$ cat config.mk
export PLATFORM = sky130hd
export DESIGN_NAME = mem_flush_seq
export DESIGN_NICKNAME = d
export VERILOG_FILES = /design/src/rtl/mem_flush_seq.sv
export SDC_FILE = /design/constraint.sdc
export NUM_CORES = 1
export LEC_CHECK = 0
export ABC_AREA = 1
export BUFFER_PORTS_ARGS = -buffer_cell sky130_fd_sc_hd__buf_2
export CAP_MARGIN = 15
export CELL_PAD_IN_SITES_DETAIL_PLACEMENT = 1
export CELL_PAD_IN_SITES_GLOBAL_PLACEMENT = 1
export CORE_ASPECT_RATIO = 1.5
export CORE_MARGIN = 2
export CORE_UTILIZATION = 34
export CTS_CLUSTER_SIZE = 12
export DETAILED_ROUTE_END_ITERATION = 8
export PLACE_DENSITY = 0.75
export SETUP_SLACK_MARGIN = 0.1
export SLEW_MARGIN = 0
export SYNTH_ARGS = -nofsm -noshare
export SYNTH_HDL_FRONTEND = slang
export SYNTH_SLANG_ARGS = --single-unit
$ cat constraint.sdc
create_clock -name clk_i -period 1.7 [get_ports clk_i]
set_input_delay 0.255 -clock clk_i [delete_from_list [all_inputs] [get_ports clk_i]]
set_output_delay 0.255 -clock clk_i [all_outputs]
set_load 0.05 [all_outputs]
$ cat src/rtl/mem_flush_seq.sv
// Memory-maintenance sequencer: serialises FENCE.I, SFENCE.VMA and exception
// cleanup through drain, L1D->L2 sync, TLB flush and MSHR clear phases.
module mem_flush_seq #(
    parameter int unsigned ASID_LEN     = 16,
    parameter int unsigned VPN_LEN      = 27,
    parameter int unsigned TIMEOUT_W    = 8,
    parameter int unsigned WAIT_TIMEOUT = 255
) (
    input  logic                clk_i,
    input  logic                rst_n_i,
    input  logic                req_valid_i,
    output logic                req_ready_o,
    input  logic [1:0]          req_type_i,
    input  logic                req_asid_en_i,
    input  logic [ASID_LEN-1:0] req_asid_i,
    input  logic                req_vpn_en_i,
    input  logic [VPN_LEN-1:0]  req_vpn_i,
    input  logic                lsq_empty_i,
    input  logic                l2c_update_done_i,
    output logic                stall_o,
    output logic                synch_l1dc_l2c_o,
    output logic [1:0]          l1tlb_flush_type_o,
    output logic [1:0]          l2tlb_flush_type_o,
    output logic [ASID_LEN-1:0] flush_asid_o,
    output logic [VPN_LEN-1:0]  flush_page_o,
    output logic                clr_l1tlb_mshr_o,
    output logic                clr_l2tlb_mshr_o,
    output logic                clear_dmshr_dregs_o,
    output logic                flush_o,
    output logic                done_o,
    output logic                timeout_o
);

    localparam logic [2:0] S_IDLE  = 3'd0;
    localparam logic [2:0] S_DRAIN = 3'd1;
    localparam logic [2:0] S_SYNC  = 3'd2;
    localparam logic [2:0] S_TLB   = 3'd3;
    localparam logic [2:0] S_CLEAR = 3'd4;
    localparam logic [2:0] S_DONE  = 3'd5;

    localparam logic [1:0] T_FENCE_I  = 2'd0;
    localparam logic [1:0] T_SFENCE   = 2'd1;
    localparam logic [1:0] T_EXCEPT_I = 2'd2;
    localparam logic [1:0] T_EXCEPT_D = 2'd3;

    localparam logic [1:0] NO_FLUSH    = 2'd0;
    localparam logic [1:0] FLUSH_ALL   = 2'd1;
    localparam logic [1:0] FLUSH_ASID  = 2'd2;
    localparam logic [1:0] FLUSH_PAGE  = 2'd3;

    localparam logic [TIMEOUT_W-1:0] CNT_MAX = TIMEOUT_W'(WAIT_TIMEOUT);

    logic [2:0]           state_q, state_d;
    logic [1:0]           type_q;
    logic                 asid_en_q, vpn_en_q;
    logic [ASID_LEN-1:0]  asid_q;
    logic [VPN_LEN-1:0]   vpn_q;
    logic [TIMEOUT_W-1:0] cnt_q;
    logic                 timeout_q;
    logic                 cnt_hit;
    logic [1:0]           flush_type;

    assign cnt_hit = (cnt_q == CNT_MAX);

    always_comb begin
        state_d = state_q;
        case (state_q)
            S_IDLE:  if (req_valid_i)
                         state_d = (req_type_i == T_EXCEPT_I || req_type_i == T_EXCEPT_D) ? S_CLEAR : S_DRAIN;
            S_DRAIN: if (lsq_empty_i || cnt_hit) state_d = S_SYNC;
            S_SYNC:  if (l2c_update_done_i || cnt_hit)
                         state_d = (type_q == T_SFENCE) ? S_TLB : S_CLEAR;
            S_TLB:   state_d = S_CLEAR;
            S_CLEAR: state_d = S_DONE;
            S_DONE:  state_d = S_IDLE;
            default: state_d = S_IDLE;
        endcase
    end

    always_ff @(posedge clk_i or negedge rst_n_i) begin
        if (!rst_n_i) begin
            state_q   <= S_IDLE;
            type_q    <= T_FENCE_I;
            asid_en_q <= 1'b0;
            vpn_en_q  <= 1'b0;
            asid_q    <= '0;
            vpn_q     <= '0;
            cnt_q     <= '0;
            timeout_q <= 1'b0;
        end else begin
            state_q <= state_d;
            // Counter restarts on every state change and saturates otherwise.
            if (state_d != state_q) cnt_q <= '0;
            else if (!cnt_hit)      cnt_q <= cnt_q + 1'b1;

            if (state_q == S_IDLE && req_valid_i) begin
                type_q    <= req_type_i;
                asid_en_q <= req_asid_en_i;
                vpn_en_q  <= req_vpn_en_i;
                asid_q    <= req_asid_i;
                vpn_q     <= req_vpn_i;
                timeout_q <= 1'b0;
            end else if ((state_q == S_DRAIN && !lsq_empty_i && cnt_hit) ||
                         (state_q == S_SYNC && !l2c_update_done_i && cnt_hit)) begin
                timeout_q <= 1'b1;
            end
        end
    end

    always_comb begin
        req_ready_o         = (state_q == S_IDLE);
        stall_o             = (state_q != S_IDLE);
        synch_l1dc_l2c_o    = (state_q == S_SYNC);
        flush_type          = NO_FLUSH;
        flush_asid_o        = '0;
        flush_page_o        = '0;
        clr_l1tlb_mshr_o    = 1'b0;
        clr_l2tlb_mshr_o    = 1'b0;
        clear_dmshr_dregs_o = 1'b0;
        flush_o             = 1'b0;
        done_o              = 1'b0;
        timeout_o           = 1'b0;
        case (state_q)
            S_TLB: begin
                if (vpn_en_q) begin
                    flush_type   = FLUSH_PAGE;
                    flush_page_o = vpn_q;
                    if (asid_en_q) flush_asid_o = asid_q;
                end else if (asid_en_q) begin
                    flush_type   = FLUSH_ASID;
                    flush_asid_o = asid_q;
                end else begin
                    flush_type   = FLUSH_ALL;
                end
            end
            S_CLEAR: begin
                case (type_q)
                    T_FENCE_I, T_EXCEPT_I: begin
                        clr_l1tlb_mshr_o = 1'b1;
                        clr_l2tlb_mshr_o = 1'b1;
                    end
                    T_SFENCE: begin
                        clr_l1tlb_mshr_o    = 1'b1;
                        clr_l2tlb_mshr_o    = 1'b1;
                        clear_dmshr_dregs_o = 1'b1;
                    end
                    T_EXCEPT_D: clear_dmshr_dregs_o = 1'b1;
                    default: ;
                endcase
            end
            S_DONE: begin
                done_o    = 1'b1;
                timeout_o = timeout_q;
                flush_o   = (type_q != T_SFENCE);
            end
            default: ;
        endcase
        l1tlb_flush_type_o = flush_type;
        l2tlb_flush_type_o = flush_type;
    end

endmodule

==> results of run 1 <==
## worst min-delay path: cells and delay by family
| kind | cells | cell delay [ps] |
|---|---|---|
| AND/OR/NAND/NOR | 2 | 80 |
| buffers and inverters | 1 | 80 |
## power groups by stage
stage                     Sequential [µW]  Combinational, µW  Clock, µW
final                                2430               4200       1790
after global routing                 2520               4540       1900
after CTS                            2410               3690       1830
after detailed placement             2410               3060          0
after global placement               2380               2980          0
after floorplan                      2290               2350          0
## flip-flops by register name, summed over array words and instances (netlist names)
register / cells
vpn_q: 27
asid_q: 16
cnt_q: 8
state_q: 3
type_q: 2
asid_en_q: 1
timeout_q: 1
vpn_en_q: 1
## worst min-delay path by stage
stage / from / to / cells after the start
after floorplan: rst_n_i / asid_en_q / 0
after global placement: rst_n_i / vpn_q[12] / 2
after detailed placement: rst_n_i / vpn_q[12] / 2
after CTS: req_asid_i[0] / asid_q[0] / 3
after global routing: req_vpn_i[6] / vpn_q[6] / 3
final: req_asid_i[11] / asid_q[11] / 3
## per-stage QoR
step | setup TNS (ps) | hold WS (ps) | util [%] | std cells | total power [µW]
after global routing | -5860 | 123 | 61.9 | 643 | 8950
after global placement | 0 | 290 | 46.5 | 605 | 5360
after detailed placement | 0 | 289 | 46.5 | 605 | 5470
final | -3300 | 119 | 61.9 | 643 | 8420
after CTS | -3440 | 110 | 58.4 | 633 | 7920
after floorplan | -452 | -40.6 | - | 398 | 4640
## area by class of cell
| type | instances | area (µm²) |
|---|---|---|
| multi-input cells | 302 | 1770 |
| inverters | 16 | 70.1 |
| clock buffers | 14 | 294 |
| flip-flops and latches | 59 | 1480 |
| repair buffers | 144 | 1430 |
| clock inverters | 1 | 5.00 |
| well taps | 107 | 134 |
| fillers | 971 | 3180 |
## cell families (layout without fill, tap and decap cells)
| kind of cell | count (synthesis) | in the layout | share of synthesized area (%) |
|---|---|---|---|
| DFF | 59 | 59 | 51.1 |
| buffers and inverters | 38 | 175 | 6.06 |
| adders and majority gates | 1 | 1 | 0.433 |
| xor gates and xnor gates | 3 | 3 | 0.909 |
| and+or+nand+nor | 282 | 283 | 38.6 |
| AOI/OAI and AO/OA | 15 | 15 | 2.94 |
## metal layers
layer	track usage (%)	share of wire [%]	up-vias
li1	-	-	1473
met4	7.47	2.0	0
met5	0	0	-
met3	4.60	3.0	20
met2	44.2	59	81
met1	26.2	36	1549
## timing repair
action,4_1_cts,5_1_grt
buffers inserted,9,10
endpoints found under the setup margin,64,113
endpoints found under the hold margin,59,0
cloned,3,1
hold buffers,1,0
pin swaps,3,11
resized for setup,156,56
## cell usage in the layout (no fill, tap or decap), types with 5 or more instances in the layout
master,n
sky130_fd_sc_hd__buf_12,9
sky130_fd_sc_hd__dfrtp_1,56
sky130_fd_sc_hd__inv_1,9
sky130_fd_sc_hd__buf_8,16
sky130_fd_sc_hd__buf_4,16
sky130_fd_sc_hd__o21ai_0,6
sky130_fd_sc_hd__buf_6,48
sky130_fd_sc_hd__nand2_1,193
sky130_fd_sc_hd__clkbuf_8,5
sky130_fd_sc_hd__clkbuf_16,10
sky130_fd_sc_hd__nand2_2,6
sky130_fd_sc_hd__buf_2,51
sky130_fd_sc_hd__nor2_1,11
sky130_fd_sc_hd__nor2_4,50
==> impl_results.md, run 1 <==
* Outcome: finished, violations left
* Violated checks: negative setup slack
* Initial antenna violation count at 0
* Sequential area share after synthesis at 51.1%
* Clock root buffer: sky130_fd_sc_hd__clkbuf_16
* R2r endpoint: cnt_q[5]
* Cell-by-cell listing of the critical path: inv_4, nand3_4, buf_12, buf_12, nor2_2, buf_6
* Net count after synthesis at 451
* Predominant post-synthesis flop cell: sky130_fd_sc_hd__dfrtp_1
* Clock transition at the registers of the reported paths at 50 ps
* All-Layer GR Usage at 23.4%
* Critical Path RT at 1440 ps
* Worst Path Arrival at 1570 ps
* Leakage at 0.00246 µW
* Final nets at 585
* Syn_area_per_cell at 7.27 µm²
* Net switching share of the total power at 44.4%
* Switching power at 3740 µW
* Number of maximum-capacitance violations at 0
* Max IR drop VDD at 0.907 mV
* Destination of the critical timing path: flush_page_o[24]
* Internal at 4680 µW
* Async S/R FF share, synth at 100%
* Setup Crit Path Kind: flop to output port
* H-tree Lvls at 3
* Area contributors post-synth: sky130_fd_sc_hd__dfrtp_1, sky130_fd_sc_hd__nand2_1, sky130_fd_sc_hd__nor2_1
* Depth of the worst register-to-register path at 9
* Worst slack at placement at 10.3 ps
* Clock power frac at 21.2%
* Beginning of the critical path: state_q[2]
* Site row count at 41
* Slew at the pin closest to its max-slew limit at 333 ps
* Area fraction of the dominant cell type after synthesis at 51.1%
* Clock sink count at 59
* Combinational share of power at 49.9%
* Total clock buffers created by CTS at 9
* Worst rel slew slack at 77.8%
* Final hold vios at 0
* Final ANT Viol Nets at 0
* Cell Area, Synth at 2890 µm²
* I/O pin total at 108
* Worst reg2reg startpoint: state_q[0]
* Sum of routed wire length over all layers at 11400 µm
* Post-route clock skew at 5.31 ps
* Number of logic stages on the critical path including buffering at 6
* First-pass GRT wire length at 16400 µm
* Count of cell types in the netlist at 27
* TritonCTS clock tree: yes
* Routed length per placed instance at 17.7 µm
* Inserted Diodes at 0
* Largest incremental delay on the critical path at 430 ps
* Worst setup EP type: output port
* Proportion of layout cells with a drive suffix above 1 at 46.3%
* Setup ws final at -122 ps
* Hold/Removal Path Class: input port to flop
* Die outline width at 79.3 µm
* Synthesized netlist cell count at 398
* Core box area at 8360 µm²
* Count of synthesis-stage warnings from yosys at 0
* Vias per std cell at 4.86
* Pre-antenna DRT Iters at 4
* Most frequent cell after synthesis: sky130_fd_sc_hd__nand2_1
* Crit-path leading delay family: buffers and inverters
* Cell area after layout at 5180 µm²
* Slack of the worst reg-to-reg path at -60 ps
* Last weighted congestion value of the routability-driven placer at 0.785
* Number of global-route vias before repair at 3352
* Final Setup Violations at 58
* CTS max path bufs at 2
* Area growth from synthesis to layout at 79.1%
* Cell taking the most area after synthesis: sky130_fd_sc_hd__dfrtp_1
* Kind of start point of the critical path: flop
* CP bufs+invs at 4
* Instance area after placement at 3890 µm²
* Crit-path most repeated cell: sky130_fd_sc_hd__buf_12
* Post-synth EDFFs at 0
* Time the worst path needs with I/O delays and setup at 1820 ps
* Fin. max-slew vios at 0
* Critical-path top delay cell: sky130_fd_sc_hd__dfrtp_2
* Detailed-route via count at 3123
* Initial core utilization at 34.6%
* RSZ-0062 raised after global routing: yes
* Critical Path Fanout Max at 10
* Cell types with the highest counts after synthesis: sky130_fd_sc_hd__nand2_1, sky130_fd_sc_hd__nor2_1, sky130_fd_sc_hd__dfrtp_1
* Pwr dens at 1630 nW/µm²
* Maximum clock frequency at 549 MHz
* Pin count of the biggest net entering global routing at 60
* Post-detailed-placement half-perimeter wirelength at 6180 µm
* Part of the cycle the worst path needs at 107%
* Port-buffer cells at 107
* Die span in y at 117 µm
* Die area at 9270 µm²
* Worst-Skew Late Latency at 330 ps
* Total DRC errors in the routed layout at 0
* Sequential share of power at 28.9%
* Seq cells post-synth at 59
* Starting DRC count in detailed routing at 104
* GR Overflow Total at 0
Note: power is estimated with default switching activity, not from simulation.
==> run 2: changes to the inputs <==
--- a/config.mk
+++ b/config.mk
@@ -5,17 +5,16 @@
 export SDC_FILE = /design/constraint.sdc
 export NUM_CORES = 1
 export LEC_CHECK = 0
-export ABC_AREA = 1
 export BUFFER_PORTS_ARGS = -buffer_cell sky130_fd_sc_hd__buf_2
 export CAP_MARGIN = 15
 export CELL_PAD_IN_SITES_DETAIL_PLACEMENT = 1
 export CELL_PAD_IN_SITES_GLOBAL_PLACEMENT = 1
 export CORE_ASPECT_RATIO = 1.5
 export CORE_MARGIN = 2
-export CORE_UTILIZATION = 34
+export CORE_UTILIZATION = 30
 export CTS_CLUSTER_SIZE = 12
 export DETAILED_ROUTE_END_ITERATION = 8
-export PLACE_DENSITY = 0.75
+export PLACE_DENSITY = 0.62
 export SETUP_SLACK_MARGIN = 0.1
 export SLEW_MARGIN = 0
 export SYNTH_ARGS = -nofsm -noshare
==> impl_results.md, run 2 <==
* TritonCTS clock tree: yes
* Slew at the pin closest to its max-slew limit at 343 ps
* Worst rel slew slack at 77.1%
* Sequential share of power at 28.7%
* H-tree Lvls at 3
* Setup TNS Final at -15210 ps
* Leading registers by flop count: vpn_q x27, asid_q x16, cnt_q x8
* Clock power frac at 19.9%
* Internal at 5670 µW
* CTS max path bufs at 2
* Number of global-route vias before repair at 2636
* Final standard cell utilization of the core at 57.1%
* Area contributors post-synth: sky130_fd_sc_hd__dfrtp_1, sky130_fd_sc_hd__mux2_2, sky130_fd_sc_hd__and2_1
* Fin. max-slew vios at 0
* Worst slack at placement at 29.1 ps
* First-pass GRT wire length at 14000 µm
* Post-detailed-placement half-perimeter wirelength at 5730 µm
* Critical-path top delay cell: sky130_fd_sc_hd__dfrtp_1
* Most common cell after layout, fill and taps aside: sky130_fd_sc_hd__dfrtp_1
* Area growth from synthesis to layout at 84.4%
* Outcome: finished, violations left
* Count of cell types in the netlist at 34
* Max IR drop VDD at 0.771 mV
* Worst-Skew Late Latency at 330 ps
* Setup ws final at -250 ps
* Net count after synthesis at 297
* Commonest non-fill, non-tap cells in the layout: sky130_fd_sc_hd__dfrtp_1, sky130_fd_sc_hd__buf_2, sky130_fd_sc_hd__mux2_4, sky130_fd_sc_hd__buf_8, sky130_fd_sc_hd__and2_4
* Vias per std cell at 4.87
* Area fraction of the dominant cell type after synthesis at 51.2%
* Number of flip-flops in the largest register at 27
* Total DRC errors in the routed layout at 0
* Predominant post-synthesis flop cell: sky130_fd_sc_hd__dfrtp_1
* Cell types with the highest counts after synthesis: sky130_fd_sc_hd__dfrtp_1, sky130_fd_sc_hd__and2_1, sky130_fd_sc_hd__mux2_2
* Clock transition at the registers of the reported paths at 50 ps
* Final hold vios at 0
* Initial core utilization at 31.0%
* Violated checks: negative setup slack
* Sequential area share after synthesis at 51.2%
* Pwr dens at 1610 nW/µm²
* Critical Path RT at 1440 ps
* GR Overflow Total at 0
* Hold/Removal Path Class: input port to flop
* Placed Instances at 473
* Sum of routed wire length over all layers at 9750 µm
* Site row count at 43
* Largest incremental delay on the critical path at 400 ps
* Starting DRC count in detailed routing at 67
* Syn_area_per_cell at 11.8 µm²
* Number of maximum-capacitance violations at 0
* Pre-antenna DRT Iters at 4
* Proportion of layout cells with a drive suffix above 1 at 72.6%
* Final ANT Viol Nets at 0
* Detailed-route via count at 2483
* Slack of the worst reg-to-reg path at -180 ps
* Pin count of the biggest net entering global routing at 31
* Switching power at 2900 µW
* Routed length per placed instance at 19.1 µm
* Part of the cycle the worst path needs at 115%
* Port-buffer cells at 107
* Die outline width at 84.1 µm
* Cell-by-cell listing of the critical path: and2b_2, nand2_4, nor2_4, buf_12, or2_4, buf_6
* Time the worst path needs with I/O delays and setup at 1950 ps
* Leakage at 0.00252 µW
* Largest register by flop count: vpn_q
* Post-synth EDFFs at 0
* Kind of start point of the critical path: flop
* Die span in y at 124 µm
* Critical Path Fanout Max at 28
* Seq cells post-synth at 59
* Setup Crit Path Kind: flop to output port
* Worst setup EP type: output port
* Final nets at 447
* Net switching share of the total power at 33.8%
* Worst Path Arrival at 1690 ps
* Post-route clock skew at 4.80 ps
* Cell taking the most area after synthesis: sky130_fd_sc_hd__dfrtp_1
* Cell Area, Synth at 2880 µm²
* Most frequent cell after synthesis: sky130_fd_sc_hd__dfrtp_1
* I/O pin total at 108
* Last weighted congestion value of the routability-driven placer at 0.713
* Count of synthesis-stage warnings from yosys at 0
* Clock root buffer: sky130_fd_sc_hd__clkbuf_16
* Async S/R FF share, synth at 100%
* Combinational share of power at 51.4%
* Inserted Diodes at 0
* Total clock buffers created by CTS at 9
* All-Layer GR Usage at 17.4%
* Maximum clock frequency at 513 MHz
* Clock sink count at 59
* RSZ-0062 raised after global routing: yes
* Initial antenna violation count at 0
* Final Setup Violations at 100
* Synthesized netlist cell count at 244
* Die area at 10400 µm²
* Non-filler instance count after layout at 510
* Core box area at 9310 µm²
## run 2: cell count changes after synthesis, sizes merged, moves of 5 or more
cell,change
inv,-12
mux2,+46
nand2,-192
nor2b,+5
buf,-7
and3,+6
nor2,-54
nand3,-8
and2,+43
## run 2: kinds of logic after synthesis
kind of cell,count (synthesis),synth area share [%]
xor gates and xnor gates,2,0.607
muxes,46,18.9
AOI/OAI and AO/OA,25,5.42
DFF,59,51.2
adders and majority gates,1,0.434
and+or+nand+nor,92,18.9
buffers and inverters,19,4.60
## run 2: worst paths after layout
check | startpoint | to | cells past startpoint
setup / recovery | state_q[1] | l1tlb_flush_type_o[1] | 6
hold / removal | req_vpn_en_i | vpn_en_q | 3
setup reg to reg | state_q[2] | vpn_q[14] | 6
hold reg to reg | vpn_q[22] | vpn_q[22] | 1
max in group asynchronous | rst_n_i | asid_q[4] | 3
min in group asynchronous | rst_n_i | vpn_q[24] | 2
## run 2: per-stage QoR
stage                     area (µm²)  power (µW)  hold WS [ps]
after floorplan                 3030        4400         -40.6
final                           5320        8570           146
after CTS                       4910        8090           133
after global routing            5320        9020           152
after global placement          3830        5050           176
after detailed placement        3830        5160           183
## run 2: cell type report
| class | count | area [µm²] |
|---|---|---|
| clock buffers | 13 | 270 |
| clock inverters | 2 | 10.0 |
| fillers | 921 | 3990 |
| inverters | 4 | 17.5 |
| multi-input cells | 166 | 1690 |
| flip-flops and latches | 59 | 1480 |
| well taps | 112 | 140 |
| repair buffers | 154 | 1710 |
## run 2: power by group through the flow
stage | Combinational [µW] | Clock (µW) | Sequential, µW
3_5_place_dp | 2750 | 0 | 2400
4_1_cts | 3940 | 1740 | 2410
3_3_place_gp | 2680 | 0 | 2370
2_1_floorplan | 2100 | 0 | 2300
5_1_grt | 4670 | 1810 | 2540
6_report | 4400 | 1700 | 2460
## run 2: worst max-delay path, delay by kind of cell, from the launching register on
family,cells,cell delay (ps)
buffers and inverters,2,320
and+or+nand+nor,4,650
DFF,1,400
## run 2: routing by layer
metal  GRT usage (%)  wire length [µm]
met1            20.6              3550
met2            30.1              5580
met3            3.64               389
met4            8.37               236
met5               0                 0
## run 2: repair_timing
action                     CTS  global route
gates resized for setup    185            68
buffers inserted             9             8
setup endpoints to repair  100           112
hold buffers                 1             0
pin swaps                    4            15
gates cloned                 3             4
hold endpoints to repair    11             0
